## src/rtl/fetch_stage_if.sv

```systemverilog
// Instruction-memory request/response bundle between the fetch stage and imem.
//
// Handshake: the master raises imem_req with a stable imem_addr and keeps both
// unchanged until the slave returns imem_done=1 together with imem_data. The
// transfer completes on the rising edge that samples imem_req=1 and
// imem_done=1. The slave may assert imem_done in the first request cycle.
// There is no backpressure on the response.
interface fetch_stage_if;
  logic        imem_req;
  logic [15:0] imem_addr;
  logic [15:0] imem_data;
  logic        imem_done;

  modport master (
    output imem_req,
    output imem_addr,
    input  imem_data,
    input  imem_done
  );

  modport slave (
    input  imem_req,
    input  imem_addr,
    output imem_data,
    output imem_done
  );
endinterface

```

## src/rtl/fetch_stage.sv

```systemverilog
// Instruction-fetch stage: owns the PC, issues imem reads, fills the IF/ID
// register, parks one instruction in a skid buffer across hazard stalls,
// squashes wrong-path responses after a redirect and freezes on HALT.
module fetch_stage #(
  parameter logic [15:0] RESET_PC = 16'h0000,
  parameter logic [15:0] NOP_INST = 16'h0800
) (
  input  logic                 clk,
  input  logic                 rst,
  input  logic                 pcNop,
  input  logic                 redirect,
  input  logic [15:0]          redirectPC,
  fetch_stage_if.master        imem,
  output logic [15:0]          fetch_inst,
  output logic [15:0]          fetch_pc2,
  output logic                 fetch_valid,
  output logic                 halted,
  output logic [2:0]           dbgState
);

  typedef enum logic [2:0] {
    IDLE   = 3'd0,
    FETCH  = 3'd1,
    HOLD   = 3'd2,
    SQUASH = 3'd3,
    HALT   = 3'd4
  } state_t;

  state_t      state;
  logic [15:0] pc;
  logic [15:0] reqAddr;
  logic [15:0] bufInst;
  logic [15:0] bufPc2;
  logic        bufValid;

  logic [15:0] pcPlus2;
  logic        dataIsHalt;
  logic        bufIsHalt;
  logic        inFlight;

  // Next-PC and opcode decodes used by the state register below.
  always_comb begin
    pcPlus2    = pc + 16'd2;
    dataIsHalt = (imem.imem_data[15:11] == 5'b00000);
    bufIsHalt  = (bufInst[15:11] == 5'b00000);
    inFlight   = (state == FETCH) || (state == SQUASH);
  end

  // Request and status outputs come only from registered state.
  assign imem.imem_req  = inFlight;
  assign imem.imem_addr = reqAddr;
  assign halted         = (state == HALT);
  assign dbgState       = state;

  // Single state register: PC, request address, IF/ID and skid buffer.
  always_ff @(posedge clk or negedge rst) begin
    if (!rst) begin
      state       <= IDLE;
      pc          <= RESET_PC;
      reqAddr     <= RESET_PC;
      fetch_inst  <= NOP_INST;
      fetch_pc2   <= 16'h0000;
      fetch_valid <= 1'b0;
      bufInst     <= NOP_INST;
      bufPc2      <= 16'h0000;
      bufValid    <= 1'b0;
    end else if (state == IDLE) begin
      reqAddr <= pc;
      state   <= FETCH;
    end else if (redirect) begin
      // Redirect beats pcNop; a still-pending read must drain before the
      // new target can be requested, so its address is left untouched.
      pc          <= redirectPC;
      fetch_inst  <= NOP_INST;
      fetch_pc2   <= 16'h0000;
      fetch_valid <= 1'b0;
      bufInst     <= NOP_INST;
      bufPc2      <= 16'h0000;
      bufValid    <= 1'b0;
      if (inFlight && !imem.imem_done) begin
        state <= SQUASH;
      end else begin
        reqAddr <= redirectPC;
        state   <= FETCH;
      end
    end else begin
      case (state)
        FETCH: begin
          if (imem.imem_done) begin
            pc <= pcPlus2;
            if (!pcNop) begin
              fetch_inst  <= imem.imem_data;
              fetch_pc2   <= pcPlus2;
              fetch_valid <= 1'b1;
              reqAddr     <= pcPlus2;
              state       <= dataIsHalt ? HALT : FETCH;
            end else begin
              bufInst  <= imem.imem_data;
              bufPc2   <= pcPlus2;
              bufValid <= 1'b1;
              state    <= HOLD;
            end
          end else if (!pcNop) begin
            fetch_inst  <= NOP_INST;
            fetch_pc2   <= 16'h0000;
            fetch_valid <= 1'b0;
          end
        end
        HOLD: begin
          if (!pcNop) begin
            fetch_inst  <= bufInst;
            fetch_pc2   <= bufPc2;
            fetch_valid <= 1'b1;
            bufInst     <= NOP_INST;
            bufPc2      <= 16'h0000;
            bufValid    <= 1'b0;
            reqAddr     <= pc;
            state       <= bufIsHalt ? HALT : FETCH;
          end
        end
        SQUASH: begin
          if (imem.imem_done) begin
            reqAddr <= pc;
            state   <= FETCH;
          end
        end
        default: begin
          // HALT: everything frozen until a redirect.
        end
      endcase
    end
  end

endmodule

```

## src/flat_wrapper.sv

```systemverilog
// flat-port wrapper written by rule: the top's interface ports become plain ports
module fetch_stage_flat 
#(
  parameter logic [15:0] RESET_PC = 16'h0000,
  parameter logic [15:0] NOP_INST = 16'h0800
)
  (clk, rst, pcNop, redirect, redirectPC, fetch_inst, fetch_pc2, fetch_valid, halted, dbgState, imem_imem_req, imem_imem_addr, imem_imem_data, imem_imem_done);
  fetch_stage_if imem_i ();
  input  logic clk;
  input  logic rst;
  input  logic pcNop;
  input  logic redirect;
  input  logic [15:0] redirectPC;
  output logic [15:0] fetch_inst;
  output logic [15:0] fetch_pc2;
  output logic fetch_valid;
  output logic halted;
  output logic [2:0] dbgState;
  output wire logic [$bits(imem_i.imem_req)-1:0] imem_imem_req;
  output wire logic [$bits(imem_i.imem_addr)-1:0] imem_imem_addr;
  input wire logic [$bits(imem_i.imem_data)-1:0] imem_imem_data;
  input wire logic [$bits(imem_i.imem_done)-1:0] imem_imem_done;
  assign imem_imem_req = imem_i.imem_req;
  assign imem_imem_addr = imem_i.imem_addr;
  assign imem_i.imem_data = imem_imem_data;
  assign imem_i.imem_done = imem_imem_done;
  fetch_stage #(.RESET_PC(RESET_PC), .NOP_INST(NOP_INST)) u_core (.clk(clk), .rst(rst), .pcNop(pcNop), .redirect(redirect), .redirectPC(redirectPC), .imem(imem_i), .fetch_inst(fetch_inst), .fetch_pc2(fetch_pc2), .fetch_valid(fetch_valid), .halted(halted), .dbgState(dbgState));
endmodule
```

## config.mk

```make
export PLATFORM = sky130hd
export DESIGN_NAME = fetch_stage_flat
export DESIGN_NICKNAME = d
export VERILOG_FILES = /design/src/rtl/fetch_stage_if.sv /design/src/rtl/fetch_stage.sv /design/src/flat_wrapper.sv
export SDC_FILE = /design/constraint.sdc
export NUM_CORES = 1
export LEC_CHECK = 0
export CAP_MARGIN = 10
export CORE_MARGIN = 1.5
export CORE_UTILIZATION = 53
export DETAILED_ROUTE_END_ITERATION = 10
export PLACE_DENSITY_LB_ADDON = 0.05
export REMOVE_ABC_BUFFERS = 1
export SLEW_MARGIN = 40
export SYNTH_ARGS = -nofsm -noshare
export SYNTH_HDL_FRONTEND = slang
export SYNTH_SLANG_ARGS = --single-unit
```

## constraint.sdc

```tcl
create_clock -name clk -period 2.8 [get_ports clk]
set_clock_uncertainty 0.15 [all_clocks]
set_input_delay 0.84 -clock clk [delete_from_list [all_inputs] [get_ports clk]]
set_output_delay 0.84 -clock clk [all_outputs]
set_load 0.01 [all_outputs]
```

# Word-level counts from Yosys, hierarchy flattened
# Cells that the tools add are included.
# totals
elab_cells	85
inputBits	37
output_inout_bits	54
register_bits	100
# op_classes
muxes	45
reduce_logical	16
n_eq_ne	14
n_bitwise	1
n_addsub	1
# ops
operator	n
16-bit two-way mux	25
16-bit one-hot mux with 2 select lines	4
16-bit one-hot mux with 3 select lines	1
3-bit two-way mux	8
16-bit by 2-bit adder with 16-bit output, second input constant	1
4-bit != test, second input constant	4
3-bit != test, second input constant	4
5-bit zero test	2
3-bit one-hot mux with 3 select lines	1
4-bit AND reduction	2
3-bit by 2-bit equality test with 1-bit output, second input constant	2
3-bit AND reduction	2
6-bit AND reduction	1
5-bit AND reduction	1
5-bit nonzero test	1
1-bit two-way mux	4
4-bit by 3-bit != test with 1-bit output, second input constant	1
2-bit nonzero test	2
3-bit by 1-bit equality test with 1-bit output, second input constant	1
3-bit equality test, second input constant	1
3-bit zero test	1
3-bit by 2-bit != test with 1-bit output, second input constant	1
3-bit nonzero test	1
2-bit two-way mux	1
other kinds (5)	5

# Depth between registers and ports, before layout
# logic_depth
ltp_word	7
mapped_depth	8
mapped_depth_nobuf	6

# Worst setup path before layout
# No wires, ideal clock.
# synth_path
path_kind	in2reg
startpoint	input port imem_imem_done
endpoint	register u_core.bufInst[10]
path_buffers	3
t_arrival_ns	1.987
stages	8
setup_slack_ns	0.581
setup_ns	0.083
t_required_ns	2.567
cell_sequence	buf_2 and4bb_2 nand2_1 and3_1 buf_2 clkbuf_1 nand2_1 o21ai_0
# synth_via
elab_chain_len	2
# synth_lines
element	line	rtl
start, declared	flat_wrapper.sv:22	input wire logic [$bits(imem_i.imem_done)-1:0] imem_imem_done;
3-bit != test (no line)	-	
5-bit AND reduction (no line)	-	
end signal, assigned	fetch_stage.sv:98	bufInst <= imem.imem_data;
end, declared	fetch_stage.sv:32	logic [15:0] bufInst;
# No other way between the ends.
# A chain may end at the register's enable or synchronous reset.

# Worst setup path in the final report
# layout_path
startpoint	register u_core.state[2], in the netlist u_core.dbgState[2]
endpoint	output port halted
# layout_via
elab_chain_len	1
# layout_lines
element	line	rtl
start, declared	fetch_stage.sv:29	state_t state;
start signal, assigned	fetch_stage.sv:96	state <= dataIsHalt ? HALT : FETCH;
start signal, assigned	fetch_stage.sv:118	state <= bufIsHalt ? HALT : FETCH;
3-bit equality test	fetch_stage.sv:52	assign halted = (state == HALT);
end, declared	flat_wrapper.sv:17	output logic halted;
# No other way between the ends.

==> out/metrics.cfg <==
[clock_tree]
cts_hold_buf=0
cts_tree=built
cts_max_level=3
cts-root-buf=clkbuf_8
clkLatencyLatePin_ns=0.38
clock-sinks=100
path_clk_slew_ns=0.10
clk_path_buf_depth=2
cts_made_buffers=9

[route]
vias_per_cell=5.797
ant_nets=0
post-route-drc-count=0
routed_wl_um=14370
vias=4823
drtIter0Drc=230
wire_per_inst_um=17.27
firstDrtPassIters=4

[place]
dp_hpwl_um=10330
place_congestion=0.9433
pre_cts_ws_ns=-0.2477
io_buffers=90
dp.cells=815

[sta]
whs_ns=0.2392
hold_viol_final=0
maxSlewHeadroom_pct=53.52
slew_viol_final=0
period_needed_ns=2.761
worstMarginPinSlew_ns=0.6947
period_share_pct=98.62
setup_viol=0
fmax_mhz=362.1
fin_ws_ns=0.03867
rsz0062_at_grt=false

[floorplan]
num_rows=36
io_pins=91
coreArea_um2=9729
die_y_um=103.0
fp.dieArea_um2=10600
die_x_um=103.0
start_util_pct=54.42

[final_layout]
syn_to_final_growth_pct=28.10
nFillCells=819
fin_cells=832
nNetsFinal=733
drive_above_1_share_pct=13.02
multiInputGateArea_um2=2485
antenna_cells=0
register_area_um2=2506
final_util_pct=69.71

[power_and_ir_drop]
ir_drop_mv=0.4651
p_seq_share_pct=43.7
swShare_pct=35.79
power_frac_comb_pct=34.6
clockPowerShare_pct=21.7
power_density_nw_per_um2=674.2
p_int_mw=2.936
p_sw_mw=1.636
cellLeakagePower_nw=2.923
power_mw=4.573

[yosys]
yosys_warnings=0
synthCells=596
synth_area_um2=5295
synth-seq-area-share_pct=47.31
synthArstFlopShare_pct=100.0
synth_ff_type=dfrtp_1
avgSynthCellArea_um2=8.884
synth_edf_count=0
ys_ff_latch=100
synth_cell_types=56

[job]
drv_cap=0

[critical_path]
cp_slowest_cell=dfrtp_1
worst_setup_path_start_kind=register
path_class=register to output port
worstPathRequired_ns=1.81
worst-path-max-fanout=12
cp-startpoint=u_core.dbgState[2]
max_stage_delay_ns=0.61
r2r_slack_ns=0.42
worstPathArrival_ns=1.77
r2r-start=u_core.dbgState[2]
cp-end-kind=output port
path_cells=and2_1, clkdlybuf4s50_1

[grt]
grt_pass1_vias=4609
antenna_found_initial=0
grt_pass1_wl_um=23290
overflow=0
grt_max_degree=53
track_usage_pct=28.52

[min_path]
hold_path_class=input pin to asynchronous set/reset pin

[outcome]
outcome=completed

final cells by class:
cell class	count	area share (%)
Tap cell	133	2.453
Clock buffer	9	1.826
Clock inverter	7	1.291
Sequential cell	100	36.95
Multi-Input combinational cell	432	36.64
Timing Repair Buffer	142	20.35
Inverter	9	0.4981
cells in the mapped netlist (all sizes together), types with 3 or more instances:
cell | instances | share of area, %
nand3 | 9 | 0.85
xor2 | 10 | 1.7
nor2b | 3 | 0.35
xnor2 | 10 | 1.7
nor2 | 26 | 1.9
dfrtp | 98 | 46
and3 | 16 | 1.9
o221ai | 8 | 1.3
nand4 | 10 | 1.3
a21oi | 40 | 3.8
nor3b | 4 | 0.57
clkbuf | 18 | 1.3
o21ai | 61 | 5.8
mux2 | 5 | 1.1
o31ai | 18 | 2.6
mux2i | 6 | 1.1
o22ai | 14 | 1.7
or3 | 5 | 0.69
a22oi | 22 | 3.1
inv | 9 | 0.64
buf | 37 | 4.2
a31oi | 4 | 0.47
nand2 | 118 | 8.4
and4 | 4 | 0.66
nor3 | 13 | 1.4
final timing paths:
path | endpoint | cells after the start
setup / recovery | halted | 2
hold / removal | u_core.fetch_inst[1] | 1
setup reg to reg | u_core.imem.imem_addr[13] | 6
hold reg to reg | u_core.fetch_inst[15] | 2
max in group asynchronous | u_core.bufPc2[2] | 2
min in group clk | u_core.fetch_inst[15] | 2
critical path, delay by kind of cell, from the launching register on:
family / cells / cell delay [ns]
flops: 1 / 0.61
buf+inv: 1 / 0.55
simple gates: 1 / 0.24
logic make-up (layout without fill, tap and decap cells):
logic type,after synthesis,after routing,share of synthesized area (%)
muxes,11,11,2.198
DFF,100,100,47.31
AOI/OAI and AO/OA,182,182,21.24
xor gates and xnor gates,20,20,3.308
adders and majority gates,2,2,0.4725
and+or+nand+nor,217,217,19.33
buffers and inverters,64,167,6.143
metal layers:
metal,up-vias,wire (um),global-route usage [%],part of all wire [%]
met5,-,0,0,0
met4,0,328,11.75,2.3
met3,23,575,3.119,4.0
met2,133,6937,46.66,48
met1,2343,6525,38.82,45
li1,2324,-,-,-
layout by cell type (no fill, tap or decap), types with 6 or more instances in the layout:
cell               n
buf_4             45
dfrtp_1           97
clkbuf_8           9
o31ai_1           18
xor2_1            10
xnor2_1           10
o221ai_1           8
nor2_1            25
o21ai_0           57
buf_12             7
mux2i_1            6
nor3_1            10
a21oi_1           40
inv_1              9
nand4_1            9
nand3_1            9
clkdlybuf4s50_1   89
and3_1            15
nand2_1          117
a22oi_1           22
o22ai_1           14
power groups by stage:
stage          sequential, mW  combinational (mW)  clock (mW)
2_1_floorplan            2.06               0.680           0
3_3_place_gp             2.01                1.56           0
3_5_place_dp             2.02                1.58           0
4_1_cts                  1.99                1.59        1.01
5_1_grt                  2.04                1.73        1.06
6_report                 2.00                1.58       0.992
per-stage QoR:
step                cell area (um2)  TNS (ns)
floorplan                      5004  -0.03007
global placement               6553    -3.458
detailed placement             6559    -1.947
CTS                            6770         0
global route                   6783         0
finish                         6783         0
flip-flops by register name, summed over array words and instances (netlist names):
register / count
u_core.bufPc2: 16
u_core.pc: 16
u_core.fetch_inst: 16
u_core.bufInst: 16
u_core.fetch_valid: 1
u_core.imem.imem_addr: 16
u_core.fetch_pc2: 16
u_core.dbgState: 3
timing repair:
action,4_1_cts,5_1_grt
setup endpoints to repair,0,2
setup buffers,0,0
resized for setup,0,1
Power figures use the tool's default switching activity.
